**src/rtl/cpu_pkg.sv**
```systemverilog
// Shared pipeline constants: bypass select encodings, stall cause codes and
// the default register address width.
package cpu_pkg;
    localparam int DEFAULT_REG_AW = 5;

    localparam logic [1:0] FWD_RF  = 2'b00;
    localparam logic [1:0] FWD_MWB = 2'b01;
    localparam logic [1:0] FWD_EXM = 2'b10;

    localparam logic [1:0] STALL_NONE = 2'b00;
    localparam logic [1:0] STALL_LU   = 2'b01;
    localparam logic [1:0] STALL_SB   = 2'b10;
endpackage

```
**src/rtl/hazard_scoreboard.sv**
```systemverilog
// Pending-write scoreboard for multi-cycle results: one bit per architectural
// register, set on issue, cleared on completion, with NUM_RD lookup ports.
module hazard_scoreboard
    import cpu_pkg::*;
#(
    parameter int REG_AW = DEFAULT_REG_AW,
    parameter int NUM_RD = 3
) (
    input  logic                     clk,
    input  logic                     rst,
    input  logic                     set_en,
    input  logic [REG_AW-1:0]        set_addr,
    input  logic                     clr_en,
    input  logic [REG_AW-1:0]        clr_addr,
    input  logic [NUM_RD*REG_AW-1:0] rd_addr,
    output logic [NUM_RD-1:0]        rd_pending,
    output logic                     busy
);
    localparam int DEPTH = 1 << REG_AW;

    logic [DEPTH-1:0] pending_q;
    logic [DEPTH-1:0] pending_d;

    // Set is applied after clear: a fresh issue to the same register is the
    // newer writer and must stay pending.
    always_comb begin
        pending_d = pending_q;
        if (clr_en) pending_d[clr_addr] = 1'b0;
        if (set_en) pending_d[set_addr] = 1'b1;
        pending_d[0] = 1'b0;
    end

    always_ff @(posedge clk) begin
        if (rst) pending_q <= '0;
        else     pending_q <= pending_d;
    end

    generate
        for (genvar gi = 0; gi < NUM_RD; gi++) begin : g_rd
            assign rd_pending[gi] = pending_q[rd_addr[gi*REG_AW +: REG_AW]];
        end
    endgenerate

    assign busy = |pending_q;
endmodule

```
**src/rtl/hazard_forward_unit.sv**
```systemverilog
// Operand bypass selection, load-use interlock, multi-cycle scoreboard
// interlock and saturating stall-cycle counter for the ID/EX stages.
module hazard_forward_unit
    import cpu_pkg::*;
#(
    parameter int NUM_SRC = 2,
    parameter int REG_AW  = DEFAULT_REG_AW,
    parameter int CNT_W   = 32
) (
    input  logic                      clk,
    input  logic                      rst,
    input  logic [NUM_SRC*REG_AW-1:0] id_rs,
    input  logic [NUM_SRC-1:0]        id_rs_used,
    input  logic [REG_AW-1:0]         id_rd,
    input  logic                      id_reg_write,
    input  logic [NUM_SRC*REG_AW-1:0] ex_rs,
    input  logic [REG_AW-1:0]         ex_rd,
    input  logic                      ex_reg_write,
    input  logic                      ex_mem_read,
    input  logic                      ex_mc_issue,
    input  logic [REG_AW-1:0]         exm_rd,
    input  logic                      exm_reg_write,
    input  logic [REG_AW-1:0]         mwb_rd,
    input  logic                      mwb_reg_write,
    input  logic                      mc_done,
    input  logic [REG_AW-1:0]         mc_rd,
    output logic [2*NUM_SRC-1:0]      fwd_sel,
    output logic                      stall,
    output logic                      bubble,
    output logic [1:0]                stall_cause,
    output logic                      mc_busy,
    output logic [CNT_W-1:0]          stall_cnt
);
    logic [NUM_SRC-1:0] lu_src;
    logic [NUM_SRC:0]   sb_pend;
    logic               lu;
    logic               sb;
    logic               exm_valid;
    logic               mwb_valid;

    assign exm_valid = exm_reg_write && (exm_rd != '0);
    assign mwb_valid = mwb_reg_write && (mwb_rd != '0);

    generate
        for (genvar gi = 0; gi < NUM_SRC; gi++) begin : g_src
            logic [REG_AW-1:0] ex_src;
            assign ex_src = ex_rs[gi*REG_AW +: REG_AW];
            assign fwd_sel[2*gi +: 2] =
                (exm_valid && exm_rd == ex_src) ? FWD_EXM :
                (mwb_valid && mwb_rd == ex_src) ? FWD_MWB : FWD_RF;
            assign lu_src[gi] = id_rs_used[gi] && (id_rs[gi*REG_AW +: REG_AW] == ex_rd);
        end
    endgenerate

    assign lu = ex_mem_read && ex_reg_write && (ex_rd != '0) && (|lu_src);

    // Lookup ports 0..NUM_SRC-1 serve the ID sources, the top port serves id_rd.
    hazard_scoreboard #(
        .REG_AW (REG_AW),
        .NUM_RD (NUM_SRC + 1)
    ) u_scoreboard (
        .clk        (clk),
        .rst        (rst),
        .set_en     (ex_mc_issue && ex_reg_write && (ex_rd != '0)),
        .set_addr   (ex_rd),
        .clr_en     (mc_done),
        .clr_addr   (mc_rd),
        .rd_addr    ({id_rd, id_rs}),
        .rd_pending (sb_pend),
        .busy       (mc_busy)
    );

    assign sb = (|(id_rs_used & sb_pend[NUM_SRC-1:0])) || (id_reg_write && sb_pend[NUM_SRC]);

    assign stall  = lu || sb;
    assign bubble = stall;

    always_comb begin
        stall_cause = STALL_NONE;
        if (lu)      stall_cause = STALL_LU;
        else if (sb) stall_cause = STALL_SB;
    end

    logic [CNT_W-1:0] stall_cnt_q;
    logic [CNT_W-1:0] stall_cnt_d;

    always_comb begin
        stall_cnt_d = stall_cnt_q;
        if (stall && (stall_cnt_q != '1)) stall_cnt_d = stall_cnt_q + CNT_W'(1);
    end

    always_ff @(posedge clk) begin
        if (rst) stall_cnt_q <= '0;
        else     stall_cnt_q <= stall_cnt_d;
    end

    assign stall_cnt = stall_cnt_q;
endmodule
```
**config.mk**
```make
export PLATFORM = sky130hd
export DESIGN_NAME = hazard_forward_unit
export DESIGN_NICKNAME = d
export VERILOG_FILES = /design/src/rtl/cpu_pkg.sv /design/src/rtl/hazard_scoreboard.sv /design/src/rtl/hazard_forward_unit.sv
export SDC_FILE = /design/constraint.sdc
export NUM_CORES = 1
export LEC_CHECK = 0
export CAP_MARGIN = 10
export CORE_MARGIN = 3
export CORE_UTILIZATION = 50
export CTS_BUF_LIST = sky130_fd_sc_hd__clkbuf_4 sky130_fd_sc_hd__clkbuf_8
export DETAILED_ROUTE_END_ITERATION = 16
export PLACE_DENSITY = 0.79
export SLEW_MARGIN = 15
export SYNTH_ARGS = -nofsm -noshare
export SYNTH_HDL_FRONTEND = slang
export SYNTH_SLANG_ARGS = --single-unit
```
**constraint.sdc**
```tcl
create_clock -name clk -period 3.6 [get_ports clk]
set_input_delay 0.72 -clock clk [delete_from_list [all_inputs] [get_ports clk]]
set_output_delay 0.72 -clock clk [all_outputs]
set_load 0.03 [all_outputs]
```
-- After elaboration in Yosys (flattened, before gate mapping)
Index checks and enable logic that the tools add are counted.
- register bits: 64
- bits in latches: 0
- memory bits (read-only): 0
- input bits: 56
- output and inout port bits: 41
- bits in writable memories: 0
- logic and storage cells: 65
- memories kept: 0
- bitwise gates (word level): 4
- div/mod/pow operators: 0
- multiply operators: 0
- muxes and demuxes: 18
- $add $sub $neg: 1
- reduce and logical (&&, ||, !) cells: 25
- shift operators: 0
- $lt $le $gt $ge: 7
- eq/ne operators: 7
- operators by type and width (cell ; count):
    32-bit 2-to-1 mux ; 2
    32-bit by 1-bit adder with 32-bit output, second input constant ; 1
    32-bit AND ; 1
    32-bit inequality test, second input constant ; 1
    32-bit inverter ; 1
    32-bit OR ; 1
    32-bit OR reduction ; 1
    5-bit == test ; 6
    5-bit by 6-bit < comparator with 1-bit output, second input constant ; 5
    1-bit logical AND ; 17
    1-bit binary-select mux with 5-bit select ; 3
    5-bit nonzero test ; 3
    1-bit demux with 5-bit select ; 2
    5-bit by 1-bit >= comparator with 1-bit output, second input constant ; 2
    2-bit 2-to-1 mux ; 4
    1-bit 2-to-1 mux ; 7
    2-bit OR reduction ; 2
    2-bit AND ; 1
    1-bit logical OR ; 2

-- Depth between registers and ports, before layout
Gate-level depths: netlist of run 1.
- word-level depth: 9
- mapped depth: 12
- depth with buffers taken out: 8

-- Cells and area by module
A second synthesis of run 1 with hierarchy kept.
- cell total of the unflattened synthesis: 550
- area total of the unflattened synthesis: 4486.8 um^2
- by module, submodules not included (module ; cells an instance ; sequential area each (um^2) ; area an instance (um^2) ; times used):
    hazard_scoreboard ; 275 ; 620.6 ; 2245.9 ; 1
    hazard_forward_unit ; 275 ; 640.6 ; 2240.9 ; 1

-- Worst setup path after synthesis of run 1
OpenSTA, ideal clock, no wires.
- path kind: input to output
- from: input port id_rd[0]
- to: output port stall
- required time: 2.880 ns
- arrival time: 2.874 ns
- setup slack: 0.006 ns
- path buffers: 4
- stages: 10
- cells stage by stage: buf_2 > mux4_2 > nor2_1 > nor4_1 > nor4_1 > and4_1 > buf_6 > clkbuf_1 > inv_1 > buf_4
- cells in the longest elaborated chain, start to end: 5
- RTL lines (item ; line ; RTL):
    start, declared ; hazard_forward_unit.sv:14 ; input logic [REG_AW-1:0] id_rd,
    1-bit binary-select mux with 5-bit select ; hazard_scoreboard.sv:40 ; assign rd_pending[gi] = pending_q[rd_addr[gi*REG_AW +: REG_AW]];
    1-bit 2-to-1 mux (not written as such) ; hazard_scoreboard.sv:40 ;
    1-bit logical AND ; hazard_forward_unit.sv:73 ; assign sb = (|(id_rs_used & sb_pend[NUM_SRC-1:0])) || (id_reg_write && sb_pend[NUM_SRC]);
    1-bit logical OR ; hazard_forward_unit.sv:73 ;
    1-bit logical OR ; hazard_forward_unit.sv:75 ; assign stall = lu || sb;
    end, declared ; hazard_forward_unit.sv:28 ; output logic stall,
No other way between the ends. The select of a mux whose other input is x is not followed.

-- Final worst setup path of run 1
- from: input port id_rs[6]
- to: output port stall
- cells in the longest elaborated chain, start to end: 6
- elaborated cells between the ends (all ways): 10
- classes of those cells: eq/ne: 1; mux: 2; bitwise: 1; reduce/logical: 6
- RTL lines (item ; line ; RTL):
    start, declared ; hazard_forward_unit.sv:12 ; input logic [NUM_SRC*REG_AW-1:0] id_rs,
    1-bit binary-select mux with 5-bit select ; hazard_scoreboard.sv:40 ;
    1-bit 2-to-1 mux (not written as such) ; hazard_scoreboard.sv:40 ;
    2-bit AND ; hazard_forward_unit.sv:73 ;
    2-bit OR reduction ; hazard_forward_unit.sv:73 ;
    1-bit logical OR ; hazard_forward_unit.sv:73 ;
    1-bit logical OR * ; hazard_forward_unit.sv:75 ;
Mark *: on every way between the ends. The rest lies on a longest branch, timed or not. The select of a mux whose other input is x is not followed.

==> results of run 1 <==
[placed cells by master, fill, tap and decap left out, types with 16 or more instances in the layout]
master / netlist / routed
a21oi_1: 54 / 54
buf_4: 3 / 41
clkdlybuf4s50_1: 0 / 84
dfxtp_1: 63 / 63
mux2_2: 20 / 20
mux2i_1: 19 / 18
nand2_1: 49 / 49
nand3_1: 28 / 28
nor2_1: 21 / 20
nor2b_1: 16 / 16
nor4_1: 21 / 20
o21ai_0: 40 / 40
o31ai_1: 16 / 16
or4_1: 20 / 20
xor2_1: 22 / 22
[stage by stage]
stage / cell area, sq um / power, uW / worst slack [ns] / TNS [ns]
after floorplan: 4400 / 907 / 0.00634 / 0
after global placement: 5600 / 1050 / -0.470 / -0.941
after detailed placement: 5600 / 1060 / -0.520 / -1.60
after CTS: 5820 / 1740 / 0.0104 / 0
after global routing: 5840 / 1800 / 0.0189 / 0
final: 5840 / 1740 / 0.0853 / 0
[final cells by class]
class	instances	area (sq um)
Clock buffer	11	145
Inverter	6	22.5
Clock inverter	4	70.1
Sequential cell	63	1260
Timing Repair Buffer	134	1250
Multi-Input combinational cell	438	2960
Fill cell	668	2540
Tap cell	105	131
[power by group through the flow]
stage	combinational [uW]	clock, uW	sequential (uW)
finish	341	686	710
global route	366	722	711
CTS	336	693	710
detailed placement	333	0	726
global placement	325	0	726
floorplan	178	0	729
[path summary, 6_finish.rpt]
| check | end | slack, ns | cells past startpoint |
|---|---|---|---|
| hold / removal | stall_cnt[27] | 0.50 | 2 |
| setup / recovery | stall | 0.09 | 9 |
| hold reg to reg | stall_cnt[27] | 0.50 | 2 |
| setup reg to reg | stall_cnt[25] | 0.93 | 8 |
[state kept, by name, indices dropped and copies added, names as in the netlist]
| register | flops |
|---|---|
| stall_cnt | 32 |
| u_scoreboard.pending_q | 31 |
[critical path, cell delays in order]
cell and delay, ns:
clkdlybuf4s50_1 0.48, buf_4 0.13, mux4_2 0.51, mux2i_2 0.22
nand3b_1 0.11, nand4_1 0.15, and4_4 0.26, inv_2 0.06
buf_4 0.16
[what timing repair did]
| item | in CTS | in global routing |
|---|---|---|
| resized for setup | 20 | 7 |
| pin swaps | 4 | 5 |
| endpoints found under the setup margin | 2 | 3 |
[kinds of logic after synthesis]
group	after synthesis	share of synthesized area
flip-flops	63	0.286
buffers and inverters	42	0.0457
XOR/XNOR	30	0.0597
AND/OR/NAND/NOR	229	0.293
multiplexers	48	0.142
adder cells (fa/ha/maj)	1	0.00284
AO/OA/AOI/OAI	130	0.170
[routing by layer]
| layer | global-route usage | share of wire |
|---|---|---|
| met1 | 0.356 | 0.40 |
| met2 | 0.469 | 0.48 |
| met3 | 0.0584 | 0.088 |
| met4 | 0.112 | 0.028 |
| met5 | 0 | 0 |
==> impl_metrics.csv, run 1 <==
group,metric,value,unit
timing,rsz0062_at_grt,"false",
power_and_ir_drop,p_seq_frac,0.409,
floorplan,core_area,0.00838,sq mm
run,maxCapViolCount,0,
floorplan,die_x,99.9,um
routing,vias_per_cell,6.42,
global_routing,grt_pass1_wl,22900,um
routing,wirelength,13900,um
timing,setup_violations,0,
placed_design,io_buffers,96,
synth,netlist_top_cells_count,"dfxtp_1, a21oi_1, nand2_1",
worst_setup_path,crit_path_end_kind,"output pin",
synth,ys_types,49,
clock_tree,insertion_delay,0.35,ns
clock_tree,cts_tree,"yes",
clock_tree,numCtsBuffers,9,
global_routing,grt_max_degree,55,
worst_setup_path,worst-setup-path-type,"in -> out",
finish,drive_above_1_share,0.152,
synth,synth_area,0.00440,sq mm
clock_tree,cts_setup_buffers,0,
finish,diodes,0,
clock_tree,holdBufCountCts,0,
synth,ys_seq_area_frac,0.286,
timing,hold_violations,0,
timing,layout_min_cycle_time,3.51,ns
timing,maxSlewViolCount,0,
timing,worstMarginPinSlew,0.874,ns
worst_setup_path,cp_max_fo,3,
worst_setup_path,crit_path_start_kind,"primary input",
timing,fmax,0.285,GHz
worst_setup_path,crit_arrival,2.79,ns
synth,yosysMostFrequentCell,"dfxtp_1",
run_status,status,"finished, final reports clean",
routing,drc,0,
synth,synth.top_cell.area_share,0.286,
floorplan,boundaryPins,97,
synth,ys.flop_type,"dfxtp_1",
finish,area_growth,32.5,%
power_and_ir_drop,vdd_drop_max,0.257,mV
placed_design,dp.cells,746,
synth,synth_edf_count,0,
worst_setup_path,cp_data_required_time,2.88,ns
placed_design,gp_congestion,0.878,
power_and_ir_drop,power_switching,466,uW
floorplan,die_h,99.9,um
power_and_ir_drop,p_int,1270,uW
clock_tree,htree_levels,3,
synth,synth-seq-cells,63,
routing,vias,4884,
clock_tree,clk_pin_slew_worst_paths,0.07,ns
synth,synth_cells,543,
worst_hold_path,hp-start,"stall_cnt[27]",
floorplan,rows,33,
timing,whs,0.499,ns
synth,yosysTopAreaCell,"dfxtp_1",
power_and_ir_drop,p_clk_frac,0.395,
synth,synthArstFlopShare,0,
timing,slew_headroom,0.417,
worst_setup_path,startpoint,"id_rs[6]",
global_routing,grt-ovfl-total,0,
finish,fin_util,0.696,
finish,fin_nets,709,
synth,ys_warn_count,0,
power_and_ir_drop,power_frac_comb,0.196,
worst_hold_path,hold_class,"reg -> reg",
power_and_ir_drop,p_per_area,298,mW/mm^2
timing,clock_skew,0.0134,ns
routing,drtIter0Drc,441,
worst_setup_path,r2r_start,"u_scoreboard.pending_q[5]",
placed_design,dpl.hpwl,10300,um
finish,fin_cells,761,
global_routing,grt.total_usage,0.281,
routing,drt_pass1_iterations,5,
routing,wire_per_inst,18.3,um
synth,yosys-top-cells-area,"dfxtp_1, a21oi_1, mux2_2",
synth,synth_nets,600,
power_and_ir_drop,swShare,0.268,
routing,antenna_left,0,
clock_tree,clkSinkCount,63,
global_routing,antenna_found_initial,0,
power_and_ir_drop,p_leak,0.00206,uW
clock_tree,root_buffer,"clkbuf_8",
clock_tree,cts_max_path_buffers,2,
global_routing,first_global_vias,4792,
timing,min_period_over_period,0.976,
synth,syn_area_per_cell,8.11,sq um
floorplan,initial_utilization,0.525,
floorplan,die_area,0.00997,sq mm
No activity file was read; power rests on OpenSTA's default activity.
==> run 2, diff against run 1 <==
CORE_ASPECT_RATIO = 0.9   (was not set)
SETUP_SLACK_MARGIN = 0.02   (was not set)
==> run 2 against run 1 <==
  * Global-route usage fell by 0.22 points
  * First-iteration DRC count fell by 15%
  * Clock skew fell by 0.0091 ns
  * Critical endpoint unchanged
  * Sequential cell count did not move
  * Core utilization rose by 0.29 points
  * Setup slack barely moved
==> impl_metrics.csv, run 2 (same netlist as run 1, synthesis figures left out) <==
group,metric,value,unit
run_status,status,"finished, final reports clean",
finish,layout_commonest_cell,"clkdlybuf4s50_1",
routing,wirelength,14200,um
finish,diodes,0,
routing,wl_met3,1590,um
timing,maxSlewViolCount,0,
timing,worstMarginPinSlew,0.834,ns
finish,drive_above_1_share,0.149,
timing,whs,0.494,ns
power_and_ir_drop,p_per_area,274,mW/mm^2
placed_design,dp_worst_setup_slack,-0.600,ns
clock_tree,insertion_delay,0.33,ns
worst_setup_path,worst-setup-path-type,"in -> out",
placed_design,io_buffers,96,
routing,drtIter0Drc,377,
timing,fin_ws,0.0857,ns
worst_setup_path,crit_path_end_kind,"output pin",
power_and_ir_drop,vdd_drop_max,0.234,mV
run,maxCapViolCount,0,
timing,clock_skew,0.00425,ns
routing,vias_per_cell,6.23,
routing,highest_layer,"met4",
timing,layout_min_cycle_time,3.51,ns
floorplan,die_area,0.00997,sq mm
clock_tree,clkSinkCount,63,
worst_setup_path,cp_data_required_time,2.88,ns
finish,largest_reg_flops,32,
timing,rsz0062_at_grt,"false",
clock_tree,clk_pin_slew_worst_paths,0.07,ns
routing,drc,0,
timing,hold_violations,0,
routing,wire_per_inst,18.3,um
clock_tree,root_buffer,"clkbuf_8",
worst_setup_path,crit_path_start_kind,"primary input",
worst_hold_path,hold_class,"reg -> reg",
timing,fin_setup_tns,0,ns
floorplan,core_area,0.00830,sq mm
global_routing,antenna_found_initial,0,
routing,vias,4820,
timing,setup_violations,0,
floorplan,boundaryPins,97,
global_routing,first_global_vias,4490,
routing,antenna_left,0,
global_routing,grt-ovfl-total,0,
floorplan,initial_utilization,0.531,
clock_tree,htree_levels,3,
floorplan,die_x,105,um
routing,drt_pass1_iterations,5,
floorplan,die_h,95.0,um
floorplan,rows,31,
finish,multi_input_area,0.00295,sq mm
timing,fmax,0.285,GHz
finish,area_growth,31.8,%
global_routing,grt.total_usage,0.279,
clock_tree,cts_tree,"yes",
timing,min_period_over_period,0.976,
finish,nFillCells,701,
finish,layout_common_cells,"clkdlybuf4s50_1, dfxtp_1, a21oi_1, nand2_1, buf_4",
power_and_ir_drop,power,1590,uW
worst_setup_path,crit_arrival,2.79,ns
routing,dr_wl_met2,6080,um
finish,fin_nets,713,
timing,slew_headroom,0.442,
finish,fin_util,0.699,
power_and_ir_drop,p_leak,0.00205,uW
clock_tree,cts_max_path_buffers,2,
finish,register_area,0.00126,sq mm
worst_setup_path,cp_max_fo,8,
routing,wl_met1,6240,um
placed_design,dpl.hpwl,10400,um
clock_tree,numCtsBuffers,9,
global_routing,grt_pass1_wl,22500,um
global_routing,grt_max_degree,55,
placed_design,gp_congestion,0.940,
-- run 2: cell count changes in the layout (fill, tap and decap cells not counted), sizes merged --
| cell | change |
|---|---|
| buf | +4 |
| bufinv | -2 |
| clkbuf | +2 |
| clkinv | -1 |
| dlygate4sd2 | +2 |
| dlymetal6s2s | -2 |
-- run 2: routing by layer --
metal,vias up,GRT usage
li1,2287,-
met1,2262,0.385
met2,245,0.433
met3,26,0.0697
met4,0,0.0863
met5,-,0
-- run 2: worst max-delay path, cell delays in order --
cell and delay (ns):
clkdlybuf4s50_1 0.45, buf_4 0.17, mux4_1 0.60, mux2i_1 0.18
nand3b_1 0.09, nand4_1 0.12, and4_4 0.24, inv_2 0.05
buf_4 0.16
-- run 2: what timing repair did --
action,CTS,global route
setup buffers,0,0
resized for setup,23,3
setup endpoints to repair,3,3
hold buffers,0,0
cloned,0,0
pin swaps,2,0
-- run 2: path summary, 6_finish.rpt --
kind | to | depth (start not counted) | slack (ns) | from
worst max-delay path | stall | 9 | 0.09 | id_rs[6]
worst min-delay path | stall_cnt[23] | 2 | 0.49 | stall_cnt[23]
worst max register to register | stall_cnt[14] | 9 | 0.85 | u_scoreboard.pending_q[3]
worst min register to register | stall_cnt[23] | 2 | 0.49 | stall_cnt[23]
-- run 2: final cells by class --
cell class	instances	area share
clock inverters	1	0.000862
flip-flops and latches	63	0.217
well taps	115	0.0248
inverters	6	0.00388
repair buffers	138	0.216
multi-input cells	438	0.508
clock buffers	13	0.0287
-- run 2: power breakdown --
group	internal [uW]	leakage, uW	switching [uW]
sequential	702	0.000508	8.77
combinational	157	0.00145	177
clock	295	0.0000922	252
total	1150	0.00205	438
-- run 2: stage by stage --
| stage | std cells | cell area, sq um |
|---|---|---|
| floorplan | 543 | 4400 |
| global placement | 760 | 5630 |
| global route | 774 | 5800 |
| detailed placement | 760 | 5630 |
| CTS | 774 | 5810 |
| finish | 774 | 5800 |
==> run 3, diff against run 2 <==
SLEW_MARGIN = 40   (was 15)
==> results of run 3 <==
Same layout as run 2: the final DEF is identical, and so are final timing and power.
